===== config.mk =====
export PLATFORM = sky130hd
export DESIGN_NAME = id_ex_reg
export DESIGN_NICKNAME = d
export VERILOG_FILES = /design/src/rtl/id_ex_reg.sv
export SDC_FILE = /design/constraint.sdc
export NUM_CORES = 1
export LEC_CHECK = 0
export ABC_CLOCK_PERIOD_IN_PS = 2600
export BUFFER_PORTS_ARGS = -buffer_cell sky130_fd_sc_hd__buf_2
export CAP_MARGIN = 25
export CORE_MARGIN = 2
export CORE_UTILIZATION = 44
export DETAILED_ROUTE_END_ITERATION = 10
export GPL_TIMING_DRIVEN = 0
export PLACE_DENSITY = 0.77
export SLEW_MARGIN = 30
export SYNTH_ARGS = -nofsm -noshare
export SYNTH_HDL_FRONTEND = slang
export SYNTH_SLANG_ARGS = --single-unit

===== constraint.sdc =====
create_clock -name clk -period 2.6 [get_ports clk]
set_clock_uncertainty 0.05 [all_clocks]
set_input_delay 0.52 -clock clk [delete_from_list [all_inputs] [get_ports clk]]
set_output_delay 0.52 -clock clk [all_outputs]
set_load 0.01 [all_outputs]

===== src/rtl/id_ex_reg.sv =====
// ID/EX pipeline register for the RV32I five-stage pipeline: captures decoded
// operands/control, forwards from MEM/WB, and inserts load-use bubbles.
module id_ex_reg #(
  parameter int XLEN = 32,
  parameter int RA_W = 5
) (
  input  logic            clk,
  input  logic            rst,
  input  logic            stall,
  input  logic            flush,
  input  logic            id_valid,
  input  logic [XLEN-1:0] id_pc,
  input  logic [XLEN-1:0] id_rs1_data,
  input  logic [XLEN-1:0] id_rs2_data,
  input  logic [XLEN-1:0] id_imm,
  input  logic [RA_W-1:0] id_rs1,
  input  logic [RA_W-1:0] id_rs2,
  input  logic [RA_W-1:0] id_rd,
  input  logic [3:0]      id_alu_op,
  input  logic [2:0]      id_branch,
  input  logic            id_is_branch,
  input  logic            id_alu_src_imm,
  input  logic            id_alu_src_pc,
  input  logic            id_reg_write,
  input  logic            id_mem_read,
  input  logic            id_mem_write,
  input  logic [2:0]      id_funct3,
  input  logic            mem_reg_write,
  input  logic [RA_W-1:0] mem_rd,
  input  logic [XLEN-1:0] mem_result,
  input  logic            wb_reg_write,
  input  logic [RA_W-1:0] wb_rd,
  input  logic [XLEN-1:0] wb_result,
  output logic            ex_valid,
  output logic            ex_is_branch,
  output logic            ex_reg_write,
  output logic            ex_mem_read,
  output logic            ex_mem_write,
  output logic [XLEN-1:0] ex_pc,
  output logic [RA_W-1:0] ex_rd,
  output logic [3:0]      ex_alu_op,
  output logic [2:0]      ex_branch,
  output logic [2:0]      ex_funct3,
  output logic [XLEN-1:0] ex_alu_a,
  output logic [XLEN-1:0] ex_alu_b,
  output logic [XLEN-1:0] ex_store_data,
  output logic            load_use_hazard
);

  logic [RA_W-1:0] rs1_q, rs2_q;
  logic [XLEN-1:0] rs1_data_q, rs2_data_q, imm_q;
  logic            alu_src_imm_q, alu_src_pc_q;
  logic [XLEN-1:0] fwd1, fwd2;
  logic            bubble;

  // MEM beats WB; x0 never forwards so the register file's zero is kept.
  always_comb begin
    fwd1 = rs1_data_q;
    if (mem_reg_write && mem_rd != '0 && mem_rd == rs1_q)
      fwd1 = mem_result;
    else if (wb_reg_write && wb_rd != '0 && wb_rd == rs1_q)
      fwd1 = wb_result;
  end

  always_comb begin
    fwd2 = rs2_data_q;
    if (mem_reg_write && mem_rd != '0 && mem_rd == rs2_q)
      fwd2 = mem_result;
    else if (wb_reg_write && wb_rd != '0 && wb_rd == rs2_q)
      fwd2 = wb_result;
  end

  assign ex_alu_a      = alu_src_pc_q  ? ex_pc : fwd1;
  assign ex_alu_b      = alu_src_imm_q ? imm_q : fwd2;
  assign ex_store_data = fwd2;

  assign load_use_hazard = ex_valid && ex_mem_read && ex_rd != '0 && id_valid &&
                           (id_rs1 == ex_rd || id_rs2 == ex_rd);

  // Stall outranks the load-use bubble, so the hazard only clears EX when not stalled.
  assign bubble = rst || flush || (!stall && load_use_hazard);

  always_ff @(posedge clk) begin
    if (bubble) begin
      ex_valid      <= 1'b0;
      ex_is_branch  <= 1'b0;
      ex_reg_write  <= 1'b0;
      ex_mem_read   <= 1'b0;
      ex_mem_write  <= 1'b0;
      ex_pc         <= '0;
      ex_rd         <= '0;
      ex_alu_op     <= '0;
      ex_branch     <= '0;
      ex_funct3     <= '0;
      rs1_q         <= '0;
      rs2_q         <= '0;
      rs1_data_q    <= '0;
      rs2_data_q    <= '0;
      imm_q         <= '0;
      alu_src_imm_q <= 1'b0;
      alu_src_pc_q  <= 1'b0;
    end else if (stall) begin
      // Absorb any retiring writeback so it survives the source leaving the pipe.
      rs1_data_q <= fwd1;
      rs2_data_q <= fwd2;
    end else begin
      ex_valid      <= id_valid;
      ex_is_branch  <= id_is_branch;
      ex_reg_write  <= id_reg_write;
      ex_mem_read   <= id_mem_read;
      ex_mem_write  <= id_mem_write;
      ex_pc         <= id_pc;
      ex_rd         <= id_rd;
      ex_alu_op     <= id_alu_op;
      ex_branch     <= id_branch;
      ex_funct3     <= id_funct3;
      rs1_q         <= id_rs1;
      rs2_q         <= id_rs2;
      rs1_data_q    <= id_rs1_data;
      rs2_data_q    <= id_rs2_data;
      imm_q         <= id_imm;
      alu_src_imm_q <= id_alu_src_imm;
      alu_src_pc_q  <= id_alu_src_pc;
    end
  end

endmodule


# Word level (Yosys, flattened, before mapping)
# Index checks and enable logic that the tools add are counted.
# word_totals
n_memories	0
ff_bits	160
rom_bits	0
latch_bits	0
ramBits	0
inputBits	240
out_inout_bits	149
elab_cells	49
# classes
n_mux	8
bitwise	0
addsub	0
n_reduce_logical	18
n_eq_ne	6
shift	0
n_div	0
magnitude_cmp	0
multipliers	0
# op_table
op	count
two-way mux 32 bit	8
equality test 5 bit	6
nonzero test 5 bit	3
logical AND 1 bit	11
logical OR 1 bit	3
zero test 1 bit	1

# Longest topological paths before layout
# Gate-level depths: netlist of run 1.
# depth
depth_word	6
ltp_mapped	8
depth_no_buf	5

# Least setup slack after synthesis of run 1
# No wires, ideal clock.
# synth_timing
path_kind	in2out
start	in mem_rd[1]
end	out ex_alu_b[18]
cell_stages	7
path_buffers	2
setup_slack_ps	-159
t_required_ps	2030
arrival_ps	2189
path_cell_list	or4_1 o211ai_2 or2_1 buf_4 buf_4 a31oi_1 mux2_1
# synth_via
elab_chain_len	5
elab_cells_between_ends	6
cone_classes	eq/ne: 1; mux: 2; reduce/logical: 3
# synth_rtl
element	line	text
start, declared	29	input logic [RA_W-1:0] mem_rd,
nonzero test 5 bit	67	if (mem_reg_write && mem_rd != '0 && mem_rd == rs2_q)
logical AND 1 bit	67	
logical AND 1 bit (*)	67	
two-way mux 32 bit (*)	67	
via ex_store_data[18]	46	output logic [XLEN-1:0] ex_store_data,
two-way mux 32 bit (*)	74	assign ex_alu_b = alu_src_imm_q ? imm_q : fwd2;
end, declared	45	output logic [XLEN-1:0] ex_alu_b,
# Mark *: on every way through the listed nets, which the timed path passes. The rest lies on a longest branch.

# Worst setup path in the final report of run 1
# layout_timing
start	in wb_rd[1]
end	reg rs2_data_q[0]
# layout_via
elab_chain_len	6
elab_cells_between_ends	7
cone_classes	eq/ne: 1; mux: 3; reduce/logical: 3
# layout_rtl
element	line	text
start, declared	32	input logic [RA_W-1:0] wb_rd,
nonzero test 5 bit	69	else if (wb_reg_write && wb_rd != '0 && wb_rd == rs2_q)
logical AND 1 bit	69	
logical AND 1 bit (*)	69	
two-way mux 32 bit (*)	69	
two-way mux 32 bit (*)	67	
two-way mux 32 bit (*)	102	end else if (stall) begin
end signal, assigned	105	rs2_data_q <= fwd2;
end signal, assigned	120	rs2_data_q <= id_rs2_data;
end, declared	51	logic [XLEN-1:0] rs1_data_q, rs2_data_q, imm_q;
# Every way passes the cells marked *; elsewhere a longest branch is shown, timed or not.
# A chain may end at the register's enable or synchronous reset.

==> results of run 1 <==
[power groups by stage]
stage          clock [uW]  sequential (uW)  combinational (uW)
6_report             2500             2590                1840
5_1_grt              2580             2590                1910
4_1_cts              2480             2580                1660
3_5_place_dp            0             2630                1240
3_3_place_gp            0             2630                1230
2_1_floorplan           0             2630                 685
[cell type report]
| type | instances | area share [%] |
|---|---|---|
| Inverter | 33 | 0.770 |
| Sequential cell | 160 | 20.0 |
| Clock buffer | 19 | 2.75 |
| Clock inverter | 13 | 0.739 |
| Timing Repair Buffer | 483 | 20.7 |
| Buffer | 113 | 5.80 |
| Multi-Input combinational cell | 794 | 47.1 |
| Tap cell | 275 | 2.14 |
| Antenna cell | 6 | 0.0933 |
[logic make-up after synthesis]
logic type,after synthesis
buffers and inverters,151
muxes,128
DFF,160
xor gates and xnor gates,30
and+or+nand+nor,339
AOI/OAI and AO/OA,295
[layout by cell type, fill, tap and decap left out, types with 7 or more instances in the layout]
cell type / n
o31ai_2: 19
nand2_1: 64
buf_16: 7
o21ba_2: 31
nor3_1: 15
o31ai_4: 45
o21ai_1: 28
nor2b_1: 32
xor2_1: 15
nand4_1: 33
nand3b_1: 32
buf_12: 19
buf_6: 62
clkbuf_16: 25
buf_8: 13
and4_4: 28
mux2_4: 32
a21oi_1: 32
nor3_2: 19
nor2_1: 100
clkbuf_1: 33
a311oi_1: 31
dfxtp_1: 155
inv_1: 32
buf_4: 64
xnor2_1: 7
clkbuf_2: 25
buf_2: 351
a31oi_2: 13
o311ai_1: 28
mux2i_1: 96
a31oi_4: 51
[worst max-delay path, cell delays in order]
cell and delay [ps]:
buf_2 170, or4_4 180, buf_6 100, o21a_4 200, clkbuf_16 170, nand4_1 180, buf_4 200, buf_4 120
buf_4 130, buf_4 130, buf_4 130, buf_4 120, buf_4 120, buf_4 130, buf_4 130, buf_4 120
buf_4 120, a311oi_1 270, o21ba_2 200
[cell usage after synthesis, types with 2 or more instances]
| cell type | number | area share, % |
|---|---|---|
| nor3_1 | 35 | 1.9 |
| o311ai_0 | 4 | 0.37 |
| o21ba_2 | 31 | 3.3 |
| o21ai_0 | 32 | 1.7 |
| buf_4 | 4 | 0.32 |
| nor2b_1 | 32 | 2.1 |
| xnor2_1 | 15 | 1.4 |
| mux2i_1 | 96 | 10 |
| o311ai_1 | 28 | 2.6 |
| or4_1 | 3 | 0.24 |
| nand3b_1 | 32 | 2.6 |
| dfxtp_1 | 160 | 34 |
| a311oi_1 | 32 | 3.0 |
| buf_1 | 6 | 0.24 |
| buf_2 | 19 | 1.0 |
| nor2_1 | 101 | 4.1 |
| nand2_1 | 65 | 2.6 |
| nand4_1 | 33 | 2.2 |
| xor2_1 | 15 | 1.4 |
| o31ai_1 | 64 | 5.1 |
| and4_1 | 33 | 3.1 |
| buf_6 | 3 | 0.36 |
| a21oi_1 | 32 | 1.7 |
| inv_1 | 32 | 1.3 |
| clkbuf_1 | 86 | 3.5 |
| a31oi_1 | 64 | 4.3 |
| mux2_2 | 31 | 3.7 |
| and2_1 | 2 | 0.13 |
[stage by stage]
stage / setup TNS (ps) / setup slack (ps)
after detailed placement: -118980 / -906
final: -36260 / -527
after floorplan: -4990 / -102
after global placement: -135120 / -1380
after CTS: -33990 / -453
after global routing: -38550 / -601
[state kept, by name (all words and copies together) (netlist names), 3 cells and up]
name        count
imm_q          32
rs1_q           5
ex_pc          32
rs2_data_q     32
ex_alu_op       4
ex_branch       3
ex_rd           5
rs1_data_q     32
ex_funct3       3
rs2_q           5
[path summary, 6_finish.rpt]
| path | startpoint | end | slack [ps] |
|---|---|---|---|
| min reg2reg | ex_funct3[0]$_SDFFE_PP0N_ | ex_funct3[0]$_SDFFE_PP0N_ | 450 |
| max | wb_rd[1] | rs2_data_q[0]$_SDFF_PP0_ | -530 |
| min | id_imm[2] | imm_q[2]$_SDFFE_PP0N_ | 260 |
| max reg2reg | rs2_q[1]$_SDFFE_PP0N_ | rs2_data_q[0]$_SDFF_PP0_ | -520 |
[routing by layer]
layer	routed length, um	part of all wire (%)	track usage [%]
met1	17100	36	44.6
met4	2970	6.3	19.1
met5	14	0.030	0
met2	22000	47	63.3
met3	5210	11	9.79
[what timing repair did]
item | CTS | global route
gates cloned | 15 | 4
pin swaps | 62 | 53
resized for setup | 407 | 132
setup endpoints to repair | 196 | 166
buffers inserted | 57 | 30
==> run summary, run 1 <==
status = finished with violations
failing checks = negative setup slack
io pins = 389
layout cells sized above 1 = 53.4%
Peak Freq = 0.320 GHz
Detailed Route WL = 47300 um
CP startpoint kind = input port
Crit Path Category = in -> reg
DRT Pass-1 Iters = 5
input/output buffers = 387
Worst-path clk slew = 80 ps
first-pass GRT wire length = 64700 um
number of synthesized flops with an enable pin = 0
Initial Utilization = 44.6%
Register Area = 0.00321 mm^2
Worst-Margin Slew = 1020 ps
Comb power frac = 26.5%
Mapped Area = 0.00935 mm^2
Setup violations, final = 97
GP Congestion = 0.944
minimum clock period = 3130 ps
Clk Latency, worst-skew pair = 440 ps
syn_area_per_cell = 8.47 um^2
sequential share of power = 37.4%
Crit Path Max Fanout = 5
Hold Violations, Final = 0
final worst slack = -527 ps
endpoint class of the critical path = flip-flop
Synth Area in Simple Gates = 19.1%
DIE AREA = 0.0224 mm^2
core footprint = 0.0210 mm^2
largest net degree at the start of global routing = 17
Tot Pwr = 6930 uW
area of the multi-input gates = 0.00757 mm^2
mux contribution to synthesized area = 14.1%
Placed Area = 0.0120 mm^2
Post-Syn Instances = 1103
register area share after synthesis = 34.3%
synthesized flop and latch total = 160
Worst Hold Path Cells = 3
antenna violations before repair = 6
DRC = 0
Die Span Y = 150 um
Synth Area in Compound Gates = 23.0%
syn_nets = 1343
via count = 12100
switching power = 2280 uW
FP Rows = 53
critical path arrival = 3450 ps
Max-cap violations = 0
internal power = 4650 uW
vias in the first global route = 11400
Hold/Removal Path Class = in -> reg
Final Cell Area = 0.0161 mm^2
worst vdd ir = 0.000463 V
ys flop type = dfxtp_1
Post-DRT Antenna Nets = 0
Die W = 150 um
fin nets = 1842
Hold Buf Count CTS = 0
final worst-path cycle share = 120%
adder and majority cell fraction of the synthesized area = 0%
required time worst endpoint = 2920 ps
WL per Instance = 25.0 um
Sw Ratio = 32.9%
Clk pwr share = 36.1%
Inst Count DP = 1765
CTS max path bufs = 2
Reg2Reg Depth = 16
hpwl dp = 30500 um
hold_ws = 258 ps
clk sinks = 160
ys async rst share = 0%
Max-slew headroom = 31.7%
gr ovfl total = 0
Yosys cell types = 41
main combinational cell family by area after synthesis = compound AO/OA/AOI/OAI gates
Area growth syn-to-layout = 72.1%
total track usage = 37.8%
Synth Area in XOR/XNOR = 2.81%
Power per Cell Area = 430 mW/mm^2
TritonCTS clock tree = yes
Synth warnings = 0
CTS Root Cell = clkbuf_16
RSZ-0062 raised after global routing = true
FILL cells = 1348
fin cells = 1896
Num CTS Buffers = 17
htree depth = 4
Max Slew Vio Count = 0
violation count after the first detailed-route iteration = 1082
vias per cell = 6.37
post-layout utilization of the core = 76.8%
Leakage Power = 0.00665 uW
Power figures use the tool's default switching activity.
==> run 2: changes to the inputs <==
--- a/config.mk
+++ b/config.mk
@@ -13,6 +13,7 @@
 export DETAILED_ROUTE_END_ITERATION = 10
 export GPL_TIMING_DRIVEN = 0
 export PLACE_DENSITY = 0.77
+export RECOVER_POWER = 100
 export SLEW_MARGIN = 30
 export SYNTH_ARGS = -nofsm -noshare
 export SYNTH_HDL_FRONTEND = slang
==> run 2 against run 1 <==
The flow still finishes with violations (negative setup slack). Global-route usage unchanged. Maximum frequency down 0.92%. Count of clock-buffer cells in the layout stayed put. Clock power about the same. Sequential cell count unchanged. Via count is 0.31% higher. Sequential share of layout area is 0.084 points higher. Register-to-register slack worse by 40 ps. Critical path type unchanged. Largest cell class unchanged.
==> run summary, run 2 (synthesized netlist as in run 1, its figures left out) <==
status = finished with violations
failing checks = negative setup slack
Num CTS Buffers = 17 (unchanged)
DRT Pass-1 Iters = 6 (+1)
Max-slew headroom = 31.5% (-0.18 points)
Initial Utilization = 44.6% (unchanged)
final worst slack = -556 ps (-29.1 ps)
pre-CTS setup slack = -906 ps (unchanged)
layout cells sized above 1 = 50.1% (-3.3 points)
sequential share of power = 37.5% (about the same)
clk sinks = 160 (unchanged)
Post-DRT Antenna Nets = 0 (unchanged)
Setup violations, final = 124 (+28%)
minimum clock period = 3160 ps (+29.1 ps)
CTS Root Cell = clkbuf_16
Inst Count DP = 1765 (unchanged)
Clk pwr share = 36.1% (about the same)
switching power = 2270 uW (-0.29%)
DRC = 0 (unchanged)
violation count after the first detailed-route iteration = 1137 (+5.1%)
worst vdd ir = 0.000459 V (-0.70%)
Sw Ratio = 32.8% (-0.033 points)
CTS max path bufs = 2 (unchanged)
Hold/Removal Path Class = in -> reg
Die W = 150 um (unchanged)
via count = 12100 (+0.31%)
most frequent cells in the layout = 297 x buf_2, 155 x dfxtp_1, 100 x nor2_1
area of the multi-input gates = 0.00756 mm^2 (-0.12%)
Area growth syn-to-layout = 71.3%
vias per cell = 6.39 (+0.36%)
WL met2 = 22200 um (+0.94%)
met3 wire length = 5090 um (-2.2%)
Worst-path clk slew = 80 ps (about the same)
Clk Latency, worst-skew pair = 440 ps (about the same)
Detailed Route WL = 47400 um (about the same)
wl on met1 = 17200 um (+0.24%)
Comb power frac = 26.5% (about the same)
critical path arrival = 3480 ps (+30 ps)
largest net degree at the start of global routing = 17 (unchanged)
endpoint class of the critical path = flip-flop
first-pass GRT wire length = 64700 um (unchanged)
RSZ-0062 raised after global routing = true
FP Rows = 53 (unchanged)
Tot Pwr = 6910 uW (-0.19%)
Die Span Y = 150 um (unchanged)
Leakage Power = 0.00643 uW (-3.3%)
internal power = 4640 uW (-0.14%)
input/output buffers = 387 (unchanged)
io pins = 389 (unchanged)
Power per Cell Area = 432 mW/mm^2 (+0.31%)
WL per Instance = 25.0 um (+0.14%)
gr ovfl total = 0 (unchanged)
DIE AREA = 0.0224 mm^2 (unchanged)
Hold Buf Count CTS = 0 (unchanged)
CP startpoint kind = input port
GP Congestion = 0.944 (unchanged)
antenna violations before repair = 6 (unchanged)
Max Slew Vio Count = 0 (unchanged)
fin nets = 1842 (unchanged)
FILL cells = 1379 (+2.3%)
total track usage = 37.8% (unchanged)
most common cell after layout, fill and taps aside = buf_2
Crit Path Max Fanout = 5 (unchanged)
final worst-path cycle share = 121% (+1.1 points)
highest metal used = met5
vias in the first global route = 11400 (unchanged)
Register Area = 0.00321 mm^2 (about the same)
Max-cap violations = 0 (unchanged)
Peak Freq = 0.317 GHz (-0.92%)
required time worst endpoint = 2920 ps (about the same)
hpwl dp = 30500 um (unchanged)
fin cells = 1895 (-0.053%)
Crit Path Category = in -> reg
htree depth = 4 (unchanged)
core footprint = 0.0210 mm^2 (unchanged)
post-layout utilization of the core = 76.4% (-0.38 points)
hold_ws = 258 ps (-0.660 ps)
Hold Violations, Final = 0 (unchanged)
TritonCTS clock tree = yes
Worst-Margin Slew = 1030 ps (+2.72 ps)
==> run 2: final cells by class <==
cell class              instances  share of cell area, %
well taps                     275                   2.15
inverters                      33                  0.774
diodes                          5                 0.0781
flip-flops and latches        160                   20.1
plain buffers                 113                   5.83
clock inverters                13                  0.742
repair buffers                483                   20.4
multi-input cells             794                   47.2
clock buffers                  19                   2.77
==> run 2: metal layers <==
metal | vias to the layer above | global-route usage (%)
li1 | 5152 | -
met1 | 5771 | 44.6
met2 | 939 | 63.3
met3 | 247 | 9.79
met4 | 2 | 19.1
met5 | - | 0
==> run 2: timing repair <==
item,4_1_cts,5_1_grt
pin swaps,62,53
buffers inserted,57,30
gates resized for setup,407,132
endpoints found under the setup margin,196,166
cloned,15,4
==> run 2: worst max-delay path, stage by stage <==
cell and delay [ps]:
buf_2 170, or4_4 180, buf_6 100, o21a_4 190
clkbuf_16 170, nand4_1 180, buf_4 200, buf_4 130
buf_4 130, buf_4 130, buf_4 130, buf_4 120
buf_4 120, buf_4 130, buf_4 130, buf_4 120
buf_4 120, a311oi_1 290, o21ba_2 210
==> run 2: power groups by stage <==
stage | sequential [uW] | combinational [uW] | clock [uW]
final | 2590 | 1830 | 2490
after global routing | 2600 | 1900 | 2580
after CTS | 2580 | 1660 | 2480
after detailed placement | 2630 | 1240 | 0
after global placement | 2630 | 1230 | 0
after floorplan | 2630 | 685 | 0
==> run 2: final timing paths <==
check,from,end,slack (ps),cells after the start
min,id_imm[24],imm_q[24]$_SDFFE_PP0N_,260,3
max,wb_rd[1],rs2_data_q[0]$_SDFF_PP0_,-560,19
max reg2reg,rs2_q[1]$_SDFFE_PP0N_,rs2_data_q[0]$_SDFF_PP0_,-560,16
min reg2reg,imm_q[2]$_SDFFE_PP0N_,imm_q[2]$_SDFFE_PP0N_,450,2
==> run 2: metrics by stage <==
stage	cell area [um^2]	setup TNS, ps
6_report	16000	-36930
3_5_place_dp	12000	-118980
2_1_floorplan	9760	-4990
4_1_cts	15400	-33990
5_1_grt	16000	-49090
3_3_place_gp	12000	-135120
